### src/rtl/wide_add_sub_seq_pkg.sv
`default_nettype none
// +----------------------------------------------------------------------------+
// | Module   : wide_add_sub_seq_pkg                                             |
// | Brief    : Shared FSM encodings, opcodes and width helper.                  |
// | Revision : 1.0                                                              |
// +----------------------------------------------------------------------------+
package wide_add_sub_seq_pkg;

  typedef logic [0:0] state_t;

  localparam state_t S_IDLE = 1'b0;
  localparam state_t S_RUN  = 1'b1;

  localparam logic OP_ADD = 1'b0;
  localparam logic OP_SUB = 1'b1;

  function automatic int calc_w(input int n, input int k);
    return n * k;
  endfunction

endpackage
`default_nettype wire

### src/rtl/wide_add_sub_seq_if.sv
`default_nettype none
// +----------------------------------------------------------------------------+
// | Module   : wide_add_sub_seq_if                                              |
// | Brief    : Request/result bundle between a requester and the adder.         |
// | Revision : 1.0                                                              |
// +----------------------------------------------------------------------------+
interface wide_add_sub_seq_if
  import wide_add_sub_seq_pkg::*;
#(
  parameter int N = 4,
  parameter int K = 4
);
  localparam int W = calc_w(N, K);

  logic         start_in;
  logic         opcode_in;
  logic [W-1:0] a_in;
  logic [W-1:0] b_in;
  logic         busy_out;
  logic         done_out;
  logic [W-1:0] result_out;
  logic         carry_or_borrow_out;
  logic         overflow_out;

  modport master (
    output start_in, opcode_in, a_in, b_in,
    input  busy_out, done_out, result_out, carry_or_borrow_out, overflow_out
  );

  modport slave (
    input  start_in, opcode_in, a_in, b_in,
    output busy_out, done_out, result_out, carry_or_borrow_out, overflow_out
  );

endinterface
`default_nettype wire

### src/rtl/wide_add_sub_seq_add_sub_slice.sv
`default_nettype none
// +----------------------------------------------------------------------------+
// | Module   : add_sub_slice                                                    |
// | Brief    : Combinational N-bit add/sub slice with carry in/out.             |
// | Revision : 1.0                                                              |
// +----------------------------------------------------------------------------+
module add_sub_slice #(
  parameter int N = 4
) (
  input  logic [N-1:0] a,
  input  logic [N-1:0] b,
  input  logic         op,
  input  logic         carry_in,
  output logic [N-1:0] sum,
  output logic         carry_out
);

  // Subtraction is a + ~b + 1; the +1 arrives as carry_in on the first slice.
  always_comb begin
    {carry_out, sum} = {1'b0, a} + {1'b0, b ^ {N{op}}} + {{N{1'b0}}, carry_in};
  end

endmodule
`default_nettype wire

### src/rtl/wide_add_sub_seq.sv
`default_nettype none
// +----------------------------------------------------------------------------+
// | Module   : wide_add_sub_seq                                                 |
// | Brief    : Multi-cycle W=N*K add/sub, one N-bit slice per clock, LSB first. |
// | Revision : 1.0                                                              |
// +----------------------------------------------------------------------------+
module wide_add_sub_seq
  import wide_add_sub_seq_pkg::*;
#(
  parameter int N = 4,
  parameter int K = 4
) (
  input  logic                clk,
  input  logic                rst,
  wide_add_sub_seq_if.slave   bus
);

  localparam int W  = calc_w(N, K);
  localparam int IW = (K > 1) ? $clog2(K) : 1;

  state_t         r_state;
  logic [IW-1:0]  r_idx;
  logic [W-1:0]   r_a;
  logic [W-1:0]   r_b;
  logic [W-1:0]   r_res;
  logic           r_op;
  logic           r_carry;
  logic           r_done;
  logic           r_cout;
  logic           r_ovf;

  logic [N-1:0]   w_sum;
  logic           w_cout;
  logic           w_last;
  logic           w_ovf;

  // Operands shift right each slice, so the active slice is always the low N bits.
  add_sub_slice #(.N(N)) u_slice (
    .a         (r_a[N-1:0]),
    .b         (r_b[N-1:0]),
    .op        (r_op),
    .carry_in  (r_carry),
    .sum       (w_sum),
    .carry_out (w_cout)
  );

  assign w_last = (r_idx == IW'(K - 1));

  // On the last slice the low bits hold the operands' top slice, so its MSBs are the W-bit MSBs.
  assign w_ovf = (r_a[N-1] == (r_b[N-1] ^ r_op)) && (w_sum[N-1] != r_a[N-1]);

  always_ff @(posedge clk) begin
    if (rst) begin
      r_state <= S_IDLE;
      r_idx   <= '0;
      r_a     <= '0;
      r_b     <= '0;
      r_res   <= '0;
      r_op    <= 1'b0;
      r_carry <= 1'b0;
      r_done  <= 1'b0;
      r_cout  <= 1'b0;
      r_ovf   <= 1'b0;
    end else begin
      r_done <= 1'b0;
      case (r_state)
        S_IDLE: begin
          if (bus.start_in) begin
            r_a     <= bus.a_in;
            r_b     <= bus.b_in;
            r_op    <= bus.opcode_in;
            r_carry <= (bus.opcode_in == OP_SUB);
            r_idx   <= '0;
            r_res   <= '0;
            r_cout  <= 1'b0;
            r_ovf   <= 1'b0;
            r_state <= S_RUN;
          end
        end
        S_RUN: begin
          r_a     <= r_a >> N;
          r_b     <= r_b >> N;
          r_res   <= {w_sum, r_res[W-1:N]};
          r_carry <= w_cout;
          r_idx   <= r_idx + IW'(1);
          if (w_last) begin
            r_idx   <= '0;
            r_state <= S_IDLE;
            r_done  <= 1'b1;
            r_cout  <= w_cout;
            r_ovf   <= w_ovf;
          end
        end
        default: r_state <= S_IDLE;
      endcase
    end
  end

  assign bus.busy_out            = (r_state == S_RUN);
  assign bus.done_out            = r_done;
  assign bus.result_out          = r_res;
  assign bus.carry_or_borrow_out = r_cout;
  assign bus.overflow_out        = r_ovf;

endmodule
`default_nettype wire

### src/flat_wrapper.sv
// flat-port wrapper written by rule: the top's interface ports become plain ports
module wide_add_sub_seq_flat import wide_add_sub_seq_pkg::*;
#(
  parameter int N = 4,
  parameter int K = 4
)
  (clk, rst, bus_start_in, bus_opcode_in, bus_a_in, bus_b_in, bus_busy_out, bus_done_out, bus_result_out, bus_carry_or_borrow_out, bus_overflow_out);
  wide_add_sub_seq_if #(.N(N), .K(K)) bus_i ();
  input  logic clk;
  input  logic rst;
  input wire logic [$bits(bus_i.start_in)-1:0] bus_start_in;
  input wire logic [$bits(bus_i.opcode_in)-1:0] bus_opcode_in;
  input wire logic [$bits(bus_i.a_in)-1:0] bus_a_in;
  input wire logic [$bits(bus_i.b_in)-1:0] bus_b_in;
  output wire logic [$bits(bus_i.busy_out)-1:0] bus_busy_out;
  output wire logic [$bits(bus_i.done_out)-1:0] bus_done_out;
  output wire logic [$bits(bus_i.result_out)-1:0] bus_result_out;
  output wire logic [$bits(bus_i.carry_or_borrow_out)-1:0] bus_carry_or_borrow_out;
  output wire logic [$bits(bus_i.overflow_out)-1:0] bus_overflow_out;
  assign bus_i.start_in = bus_start_in;
  assign bus_i.opcode_in = bus_opcode_in;
  assign bus_i.a_in = bus_a_in;
  assign bus_i.b_in = bus_b_in;
  assign bus_busy_out = bus_i.busy_out;
  assign bus_done_out = bus_i.done_out;
  assign bus_result_out = bus_i.result_out;
  assign bus_carry_or_borrow_out = bus_i.carry_or_borrow_out;
  assign bus_overflow_out = bus_i.overflow_out;
  wide_add_sub_seq #(.N(N), .K(K)) u_core (.clk(clk), .rst(rst), .bus(bus_i));
endmodule
### config.mk
export PLATFORM = sky130hd
export DESIGN_NAME = wide_add_sub_seq_flat
export DESIGN_NICKNAME = d
export VERILOG_FILES = /design/src/rtl/wide_add_sub_seq_pkg.sv /design/src/rtl/wide_add_sub_seq_if.sv /design/src/rtl/wide_add_sub_seq_add_sub_slice.sv /design/src/rtl/wide_add_sub_seq.sv /design/src/flat_wrapper.sv
export SDC_FILE = /design/constraint.sdc
export NUM_CORES = 1
export LEC_CHECK = 0
export CAP_MARGIN = 20
export CELL_PAD_IN_SITES_DETAIL_PLACEMENT = 1
export CELL_PAD_IN_SITES_GLOBAL_PLACEMENT = 1
export CORE_MARGIN = 2
export CORE_UTILIZATION = 40
export CTS_CLUSTER_DIAMETER = 80
export DETAILED_ROUTE_END_ITERATION = 8
export PLACE_DENSITY = 0.85
export SYNTH_ARGS = -nofsm -noshare
export SYNTH_HDL_FRONTEND = slang
export SYNTH_SLANG_ARGS = --single-unit
### constraint.sdc
create_clock -name clk -period 5.1 [get_ports clk]
set_input_delay 0.51 -clock clk [delete_from_list [all_inputs] [get_ports clk]]
set_output_delay 0.51 -clock clk [all_outputs]
set_load 0.01 [all_outputs]
### Yosys cells after proc, flatten, opt, wreduce, memory -nomap -nowiden

Cells that the tools add are included.

* flip-flop bits (word level): 56
* bits of input ports: 36
* output and inout port bits: 20

* add/subtract/negate cells: 3
* eq/ne operators: 5
* muxes and demuxes: 20
* bitwise logic cells: 3
* reductions and logical operators: 4

Operators with widths (number)
* 16-bit case mux with 2 select lines: 3
* 16-bit two-way mux: 3
* 1-bit case mux with 2 select lines: 4
* 1-bit two-way mux: 7
* 4-bit by 4-bit adder with 5-bit output: 1
* 5-bit by 1-bit adder with 5-bit output: 1
* 2-bit two-way mux: 2
* 2-bit inequality test, second input constant: 2
* 2-bit case mux with 2 select lines: 1
* 2-bit AND reduction: 2
* 4-bit bitwise XOR: 1
* 2-bit by 1-bit adder with 2-bit output, second input constant: 1
* 2-bit == test, second input constant: 1
* 2-bit OR reduction: 1
* 1-bit == test: 1
* 1-bit logical AND: 1
* 1-bit inequality test: 1
* 1-bit NOT: 1
* 1-bit bitwise XOR: 1

### Longest topological paths before layout

Gate-level depths: netlist (run 1).

* word-level depth: 7
* mapped depth: 8
* depth with buffers taken out: 7

### Cells and area by module

A second synthesis (run 1) with hierarchy kept.

* cell total of the unflattened synthesis: 255
* area, all modules: 2563.7 sq um

Modules (own cells, without submodules)
* wide_add_sub_seq: times used 1, cells an instance 236, area an instance 2388.5 sq um, seq. area each 1121.1 sq um
* add_sub_slice: times used 1, cells an instance 19, area an instance 175.2 sq um, seq. area each 0.0 sq um

### Worst setup path after synthesis (run 1)

No wires, ideal clock.

* path type: register to register
* start: reg u_core.r_op
* end: reg u_core.r_carry
* setup time: 86 ps
* data arrival time: 1867 ps
* slack: 3148 ps
* cell stages (with the launch flop): 9
* cells stage by stage: dfxtp_1 > clkbuf_1 > xnor2_1 > fa_1 > fa_1 > inv_1 > a21o_1 > a21oi_1 > a211oi_1

* cells in the longest elaborated chain, start to end: 4

Ends and longest elaborated chain
* start: declaration: line wide_add_sub_seq.sv:26 `logic r_op;`
* start signal: assignment: line wide_add_sub_seq.sv:71 `r_op <= bus.opcode_in;`
* 4-bit bitwise XOR: line wide_add_sub_seq_add_sub_slice.sv:20 `{carry_out, sum} = {1'b0, a} + {1'b0, b ^ {N{op}}} + {{N{1'b0}}, carry_in};`
* 4-bit by 4-bit adder with 5-bit output: line wide_add_sub_seq_add_sub_slice.sv:20
* 5-bit by 1-bit adder with 5-bit output: line wide_add_sub_seq_add_sub_slice.sv:20
* 1-bit case mux with 2 select lines: line wide_add_sub_seq.sv:66 `case (r_state)`
* end signal: assignment: line wide_add_sub_seq.sv:72 `r_carry <= (bus.opcode_in == OP_SUB);`
* end signal: assignment: line wide_add_sub_seq.sv:84 `r_carry <= w_cout;`
* end: declaration: line wide_add_sub_seq.sv:27 `logic r_carry;`

Every way passes these cells.
A chain may end at the register's enable or synchronous reset.

### Worst setup path after layout (run 1)

Same ends and word-level chain as after synthesis.

==> run_results.csv, run 1 <==
group,metric,value,unit
critical_path,cp_max_fo,5,
timing,fin_tns_setup,0,ns
synth,syn-num-nets,331,
global_route,grt_pass1_vias,2008,
floorplanning,core_area,5991,µm²
global_route,antenna_found_initial,0,
floorplanning,die_x,83.14,µm
pwr,vdd_ir_drop_max,0.1599,mV
timing,min_period,2.157,ns
final_layout,multi_input_area,1240,µm²
final_layout,final_common_cell,"nor2_1",
place,port_buffers,55,
clock_tree,postCtsHoldBufs,0,
routing,viasPerCell,5.034,
final_layout,num-nets-final,372,
clock_tree,h-tree-depth,2,
clock_tree,cts_setup_buffers,0,
global_route,grtUsageTotal,0.1629,
timing,drv_slew,0,
floorplanning,fp-row-count,28,
critical_path,crit_path_frequent_cell,"fa_1",
synth,syn_avg_cell_area,8.667,µm²
synth,ys.warnings.count,0,
final_layout,regArea,1122,µm²
synth,synth-seq-cells,56,
timing,slew_headroom,0.4409,
timing,finalHoldViolCount,0,
place,gp_congestion,0.8483,
routing,vias,2044,
timing,max_clock_freq,463.6,MHz
place,dp_hpwl,3.714,mm
timing,skew,0.006760,ns
critical_path,cpLargestDelayFamily,"adder cells",
floorplanning,die_y,83.14,µm
final_layout,final_cell_mix,"79 x nor2_1, 55 x dfxtp_1, 53 x clkdlybuf4s50_1, 43 x a21oi_1, 33 x mux2i_1",
global_route,grt_max_degree,91,
final_layout,antennaDiodeCount,0,
outcome,status,"finished, final reports clean",
timing,finalCritPeriodShare,0.4229,
clock_tree,clockBufferDepth,2,
critical_path,critPathCaptureType,"register",
routing,wl,5.592,mm
flow_run,cap_violations,0,
critical_path,cpMaxStageDelayCell,"dfxtp_1",
clock_tree,clk_pin_slew_worst_paths,0.10,ns
routing,dr.pass1.iters,4,
routing,ant_nets,0,
critical_path,start_kind,"register",
synth,syn_inst,289,
critical_path,cp_num_buf_inv,1,
final_layout,nFillCells,701,
global_route,grt_pass1_wl,9.356,mm
clock_tree,cts_tree,"yes",
synth,yosysSeqAreaShare,0.4476,
min_path,min_path_type,"reg -> reg",
critical_path,crit_type,"reg -> reg",
synth,ys_async_sr_fraction,0,
critical_path,cp_cell_sequence,"xnor2_1 > fa_1 > fa_1 > inv_1 > a21o_1 > a21oi_1 > a211oi_1",
timing,worst_pin_slew,0.8387,ns
final_layout,drive_gt1_frac,0.04834,
routing,drc,0,
synth,synth_edf_count,0,
synth,synth_area,2505,µm²
pwr,power.leakage,1.303,nW
floorplanning,io_pins,56,
clock_tree,clk_latency,0.31,ns
synth,ys_types,28,
floorplanning,die_area,6911,µm²
pwr,power_density,289.6,nW/µm²
timing,rsz0062_at_grt,"false",
critical_path,cp_data_required_time,5.31,ns
clock_tree,clockRootBuffer,"clkbuf_8",
routing,wl_per_cell,13.77,µm
routing,drt_iter0_markers,102,
global_route,overflow,0,
timing,layout_setup_ws,2.943,ns
synth,synth_flop_cell,"dfxtp_1",
place,post-place-ws,3.052,ns
clock_tree,cts_buffers,5,
clock_tree,ctsResizeCount,0,
timing,setup_viol,0,
floorplanning,start_util,0.4181,
critical_path,critPathMaxStageDelay,0.46,ns
critical_path,cp.arrival,2.37,ns
final_layout,areaGrowthSynthToFinish,26.02,%
clock_tree,clock_sink_count,56,
==> worst register-to-register path, stage by stage, from the launching register on <==
cell and delay, ns:
dfxtp_1 0.46, xnor2_1 0.14, fa_1 0.43, fa_1 0.44, inv_1 0.09, a21o_1 0.11, a21oi_1 0.10, a211oi_1 0.30
==> report_power, final <==
part	switching [W]	total (W)	internal [W]	leakage, nW
combinational	0.0000788	0.000150	0.0000713	0.791
sequential	0.0000141	0.000473	0.000459	0.458
clock	0.000145	0.000291	0.000146	0.0541
total	0.000238	0.000914	0.000676	1.30
==> registers in the layout, indices dropped and copies added (netlist names) <==
signal and flops:
u_core.r_a 16, u_core.bus.carry_or_borrow_out 1, u_core.bus.result_out 16, u_core.r_op 1
u_core.r_carry 1, u_core.bus.overflow_out 1, u_core.bus.done_out 1, u_core.r_idx 2
u_core.r_b 16, u_core.bus.busy_out 1
==> cells by family after synthesis <==
kind of cell,synth area share
AOI/OAI and AO/OA,0.1069
buffers and inverters,0.05744
adders and majority gates,0.03597
muxes,0.1319
and+or+nand+nor,0.1993
DFF,0.4476
xor gates and xnor gates,0.02098
==> final cells by class <==
type | instances | share of cell area
timing repair buffer | 58 | 0.1784
clock buffer | 5 | 0.02180
tap | 75 | 0.02973
sequential | 56 | 0.3555
inverter | 7 | 0.008323
clock inverter | 3 | 0.01348
multi-input combinational | 202 | 0.3928
==> layer usage <==
| metal | wire (µm) | up-vias | part of all wire | GRT usage |
|---|---|---|---|---|
| met5 | 0 | - | 0 | 0 |
| met4 | 58 | 0 | 0.010 | 0.04471 |
| met3 | 197 | 6 | 0.035 | 0.03479 |
| met2 | 2822 | 40 | 0.50 | 0.2918 |
| met1 | 2513 | 953 | 0.45 | 0.1962 |
| li1 | - | 1045 | - | - |
==> per-stage QoR <==
step / power (W) / area, µm² / hold slack (ns) / utilization / instances
CTS: 0.0009245 / 3157 / 0.5073 / 0.5269 / 406
global route: 0.0009632 / 3157 / 0.5410 / 0.5269 / 406
floorplan: 0.0005804 / 2505 / 0.4537 / - / 289
detailed placement: 0.0006332 / 3045 / 0.4739 / 0.5084 / 398
global placement: 0.0006266 / 3045 / 0.4642 / 0.5084 / 398
finish: 0.0009142 / 3157 / 0.5015 / 0.5269 / 406
==> final timing paths <==
check / slack (ns) / from / depth (start not counted) / end
max: 2.94 / u_core.r_op / 7 / u_core.r_carry
min: 0.50 / u_core.r_b[12] / 2 / u_core.r_b[8]
max reg2reg: 2.94 / u_core.r_op / 7 / u_core.r_carry
min reg2reg: 0.50 / u_core.r_b[12] / 2 / u_core.r_b[8]
==> synth_stat cells (2+ instances only) <==
| cell type | count | area share |
|---|---|---|
| nor2_1 | 79 | 0.12 |
| dfxtp_1 | 56 | 0.45 |
| a21oi_1 | 43 | 0.086 |
| mux2i_1 | 33 | 0.13 |
| nor3b_1 | 16 | 0.048 |
| buf_2 | 13 | 0.026 |
| inv_1 | 7 | 0.010 |
| clkbuf_1 | 6 | 0.0090 |
| ha_1 | 4 | 0.020 |
| buf_4 | 3 | 0.0090 |
| xnor2_1 | 3 | 0.010 |
| xor2_1 | 3 | 0.010 |
| a211oi_1 | 2 | 0.0060 |
| buf_1 | 2 | 0.0030 |
| fa_1 | 2 | 0.016 |
| nand2_1 | 2 | 0.0030 |
| nand2b_1 | 2 | 0.0050 |
| nand4b_1 | 2 | 0.0070 |
| or3_1 | 2 | 0.0050 |
No activity file was read; power rests on OpenSTA's default activity.
==> inputs of run 2 (changes only) <==
Settings changed: CORE_UTILIZATION 40 to 37, PLACE_DENSITY 0.85 to 0.8.
Clock period 5.1 ns to 2.2 ns, I/O delays scaled along.
==> run 2 against run 1 <==
Net effect: first-iteration DRC count fell by 22%; setup slack got worse by 2.8 ns; critical endpoint unchanged; clock skew fell by 0.0024 ns; global-route usage fell by 0.19 points; critical path type unchanged; largest power group unchanged; total power rose by 120%; die area rose by 7.7%.
==> run_results.csv, run 2 (synthesis gave the netlist of run 1 again) <==
group,metric,value,unit
routing,vias,2117,
critical_path,cp_cell_sequence,"xnor2_1 > fa_1 > fa_1 > inv_1 > a21o_1 > a21oi_1 > a211oi_1",
timing,max_clock_freq,490.4,MHz
floorplanning,die_x,86.28,µm
global_route,overflow,0,
clock_tree,cts_buffers,5,
final_layout,antennaDiodeCount,0,
clock_tree,cts_setup_buffers,0,
critical_path,cp.arrival,2.27,ns
clock_tree,h-tree-depth,2,
pwr,p_sw,0.0005555,W
pwr,swShare,0.2750,
min_path,min_path_type,"in -> reg",
timing,rsz0062_at_grt,"false",
clock_tree,postCtsHoldBufs,0,
critical_path,crit_type,"reg -> reg",
final_layout,final_core_util,0.4952,
place,port_buffers,55,
global_route,grt_max_degree,52,
timing,worst_pin_slew,0.4642,ns
place,post-place-ws,0.1857,ns
pwr,seqPwrFrac,0.548,
timing,slew_headroom,0.6906,
critical_path,critPathCaptureType,"register",
critical_path,cp_num_buf_inv,1,
clock_tree,cts_tree,"yes",
pwr,power.internal,0.001465,W
place,dp_hpwl,4.098,mm
final_layout,nFillCells,770,
floorplanning,fp-row-count,29,
timing,skew,0.004325,ns
critical_path,critPathMaxStageDelay,0.46,ns
clock_tree,clock_sink_count,56,
global_route,grtUsageTotal,0.1609,
routing,dr.pass1.iters,4,
place,gp_congestion,0.7873,
global_route,grt_pass1_wl,9.687,mm
clock_tree,clk_latency,0.31,ns
final_layout,final_cell_mix,"79 x nor2_1, 55 x dfxtp_1, 53 x clkdlybuf4s50_1, 43 x a21oi_1, 33 x mux2i_1",
min_path,whs_path_depth,2,
flow_run,cap_violations,0,
routing,drt_iter0_markers,80,
critical_path,rr_worst_depth,7,
floorplanning,die_area,7444,µm²
routing,ant_nets,0,
timing,finalCritPeriodShare,0.9269,
timing,drv_slew,0,
routing,wl_per_cell,13.57,µm
final_layout,num-nets-final,377,
clock_tree,clockRootBuffer,"clkbuf_8",
pwr,power_frac_clock,0.278,
timing,min_period,2.039,ns
critical_path,crit_path_frequent_cell,"fa_1",
critical_path,cp.depth,7,
floorplanning,start_util,0.3878,
clock_tree,ctsResizeCount,0,
outcome,status,"finished, final reports clean",
timing,layout_setup_ws,0.1607,ns
floorplanning,core_area,6459,µm²
final_layout,drive_gt1_frac,0.06250,
final_layout,final_cell_area,3198,µm²
critical_path,start_kind,"register",
timing,finalHoldViolCount,0,
place,placed_area,3110,µm²
critical_path,cp_max_fo,5,
global_route,grt_pass1_vias,2193,
pwr,share_comb_of_total_power,0.174,
routing,wl,5.605,mm
routing,viasPerCell,5.126,
timing,fin_tns_setup,0,ns
clock_tree,clk_pin_slew_worst_paths,0.10,ns
final_layout,final_common_cell,"nor2_1",
critical_path,cpMaxStageDelayCell,"dfxtp_1",
pwr,power_density,631.7,nW/µm²
routing,drc,0,
critical_path,cp_data_required_time,2.43,ns
floorplanning,die_y,86.28,µm
final_layout,areaGrowthSynthToFinish,27.67,%
timing,setup_viol,0,
floorplanning,io_pins,56,
global_route,antenna_found_initial,0,
critical_path,cpLargestDelayFamily,"adder cells",
pwr,vdd_ir_drop_max,0.3095,mV
clock_tree,clockBufferDepth,2,
pwr,power.leakage,1.329,nW
run 2: cell types whose count changed in the layout (fill, tap and decap cells not counted):
cell,previous run,this run
clkinvlp_4,1,0
clkinv_2,1,2
bufinv_16,1,0
buf_12,0,2
buf_4,3,6
clkinv_4,0,1
run 2: per-layer routing:
metal	share of wire	track usage
met5	0	0
met4	0.017	0.05966
met3	0.044	0.03714
met2	0.51	0.2819
met1	0.43	0.1923
run 2: metrics by stage:
stage	cells	total power (W)	hold slack [ns]
floorplan	289	0.001346	0.3639
global placement	405	0.001468	0.4652
detailed placement	405	0.001484	0.4809
CTS	413	0.002050	0.3434
global route	413	0.002142	0.3567
finish	413	0.002020	0.3365
run 2: power by group through the flow:
stage               Combinational, W  Clock [W]  Sequential, W
global route                0.000398   0.000630        0.00111
floorplan                   0.000233          0        0.00111
global placement            0.000340          0        0.00113
detailed placement          0.000354          0        0.00113
CTS                         0.000358   0.000585        0.00111
finish                      0.000352   0.000561        0.00111
run 2: worst register-to-register path: cells and delay by family, from the launching register on:
kind | cells | cell delay, ns
AOI/OAI and AO/OA | 3 | 0.42
DFF | 1 | 0.46
buffers and inverters | 1 | 0.07
xor gates and xnor gates | 1 | 0.14
adders and majority gates | 2 | 0.86
run 2: cell type report:
| cell class | count | area, µm² | area share |
|---|---|---|---|
| Multi-Input combinational cell | 202 | 1240 | 0.3877 |
| Clock inverter | 3 | 18.77 | 0.005869 |
| Sequential cell | 56 | 1122 | 0.3509 |
| Clock buffer | 5 | 68.82 | 0.02152 |
| Timing Repair Buffer | 63 | 625.6 | 0.1956 |
| Inverter | 7 | 26.28 | 0.008216 |
| Tap cell | 77 | 96.34 | 0.03013 |
run 2: path summary, 6_finish.rpt:
path / endpoint / startpoint / slack [ns]
worst max-delay path: u_core.r_carry / u_core.r_op / 0.16
worst max register to register: u_core.r_carry / u_core.r_op / 0.16
worst min-delay path: u_core.r_b[7] / rst / 0.34
worst min register to register: u_core.r_b[9] / u_core.r_b[13] / 0.50
==> inputs of run 3 (changes only) <==
Settings changed: HOLD_SLACK_MARGIN from default to 0.15.
==> results of run 3 <==
Final layout, timing and power as in run 2 (identical DEF).
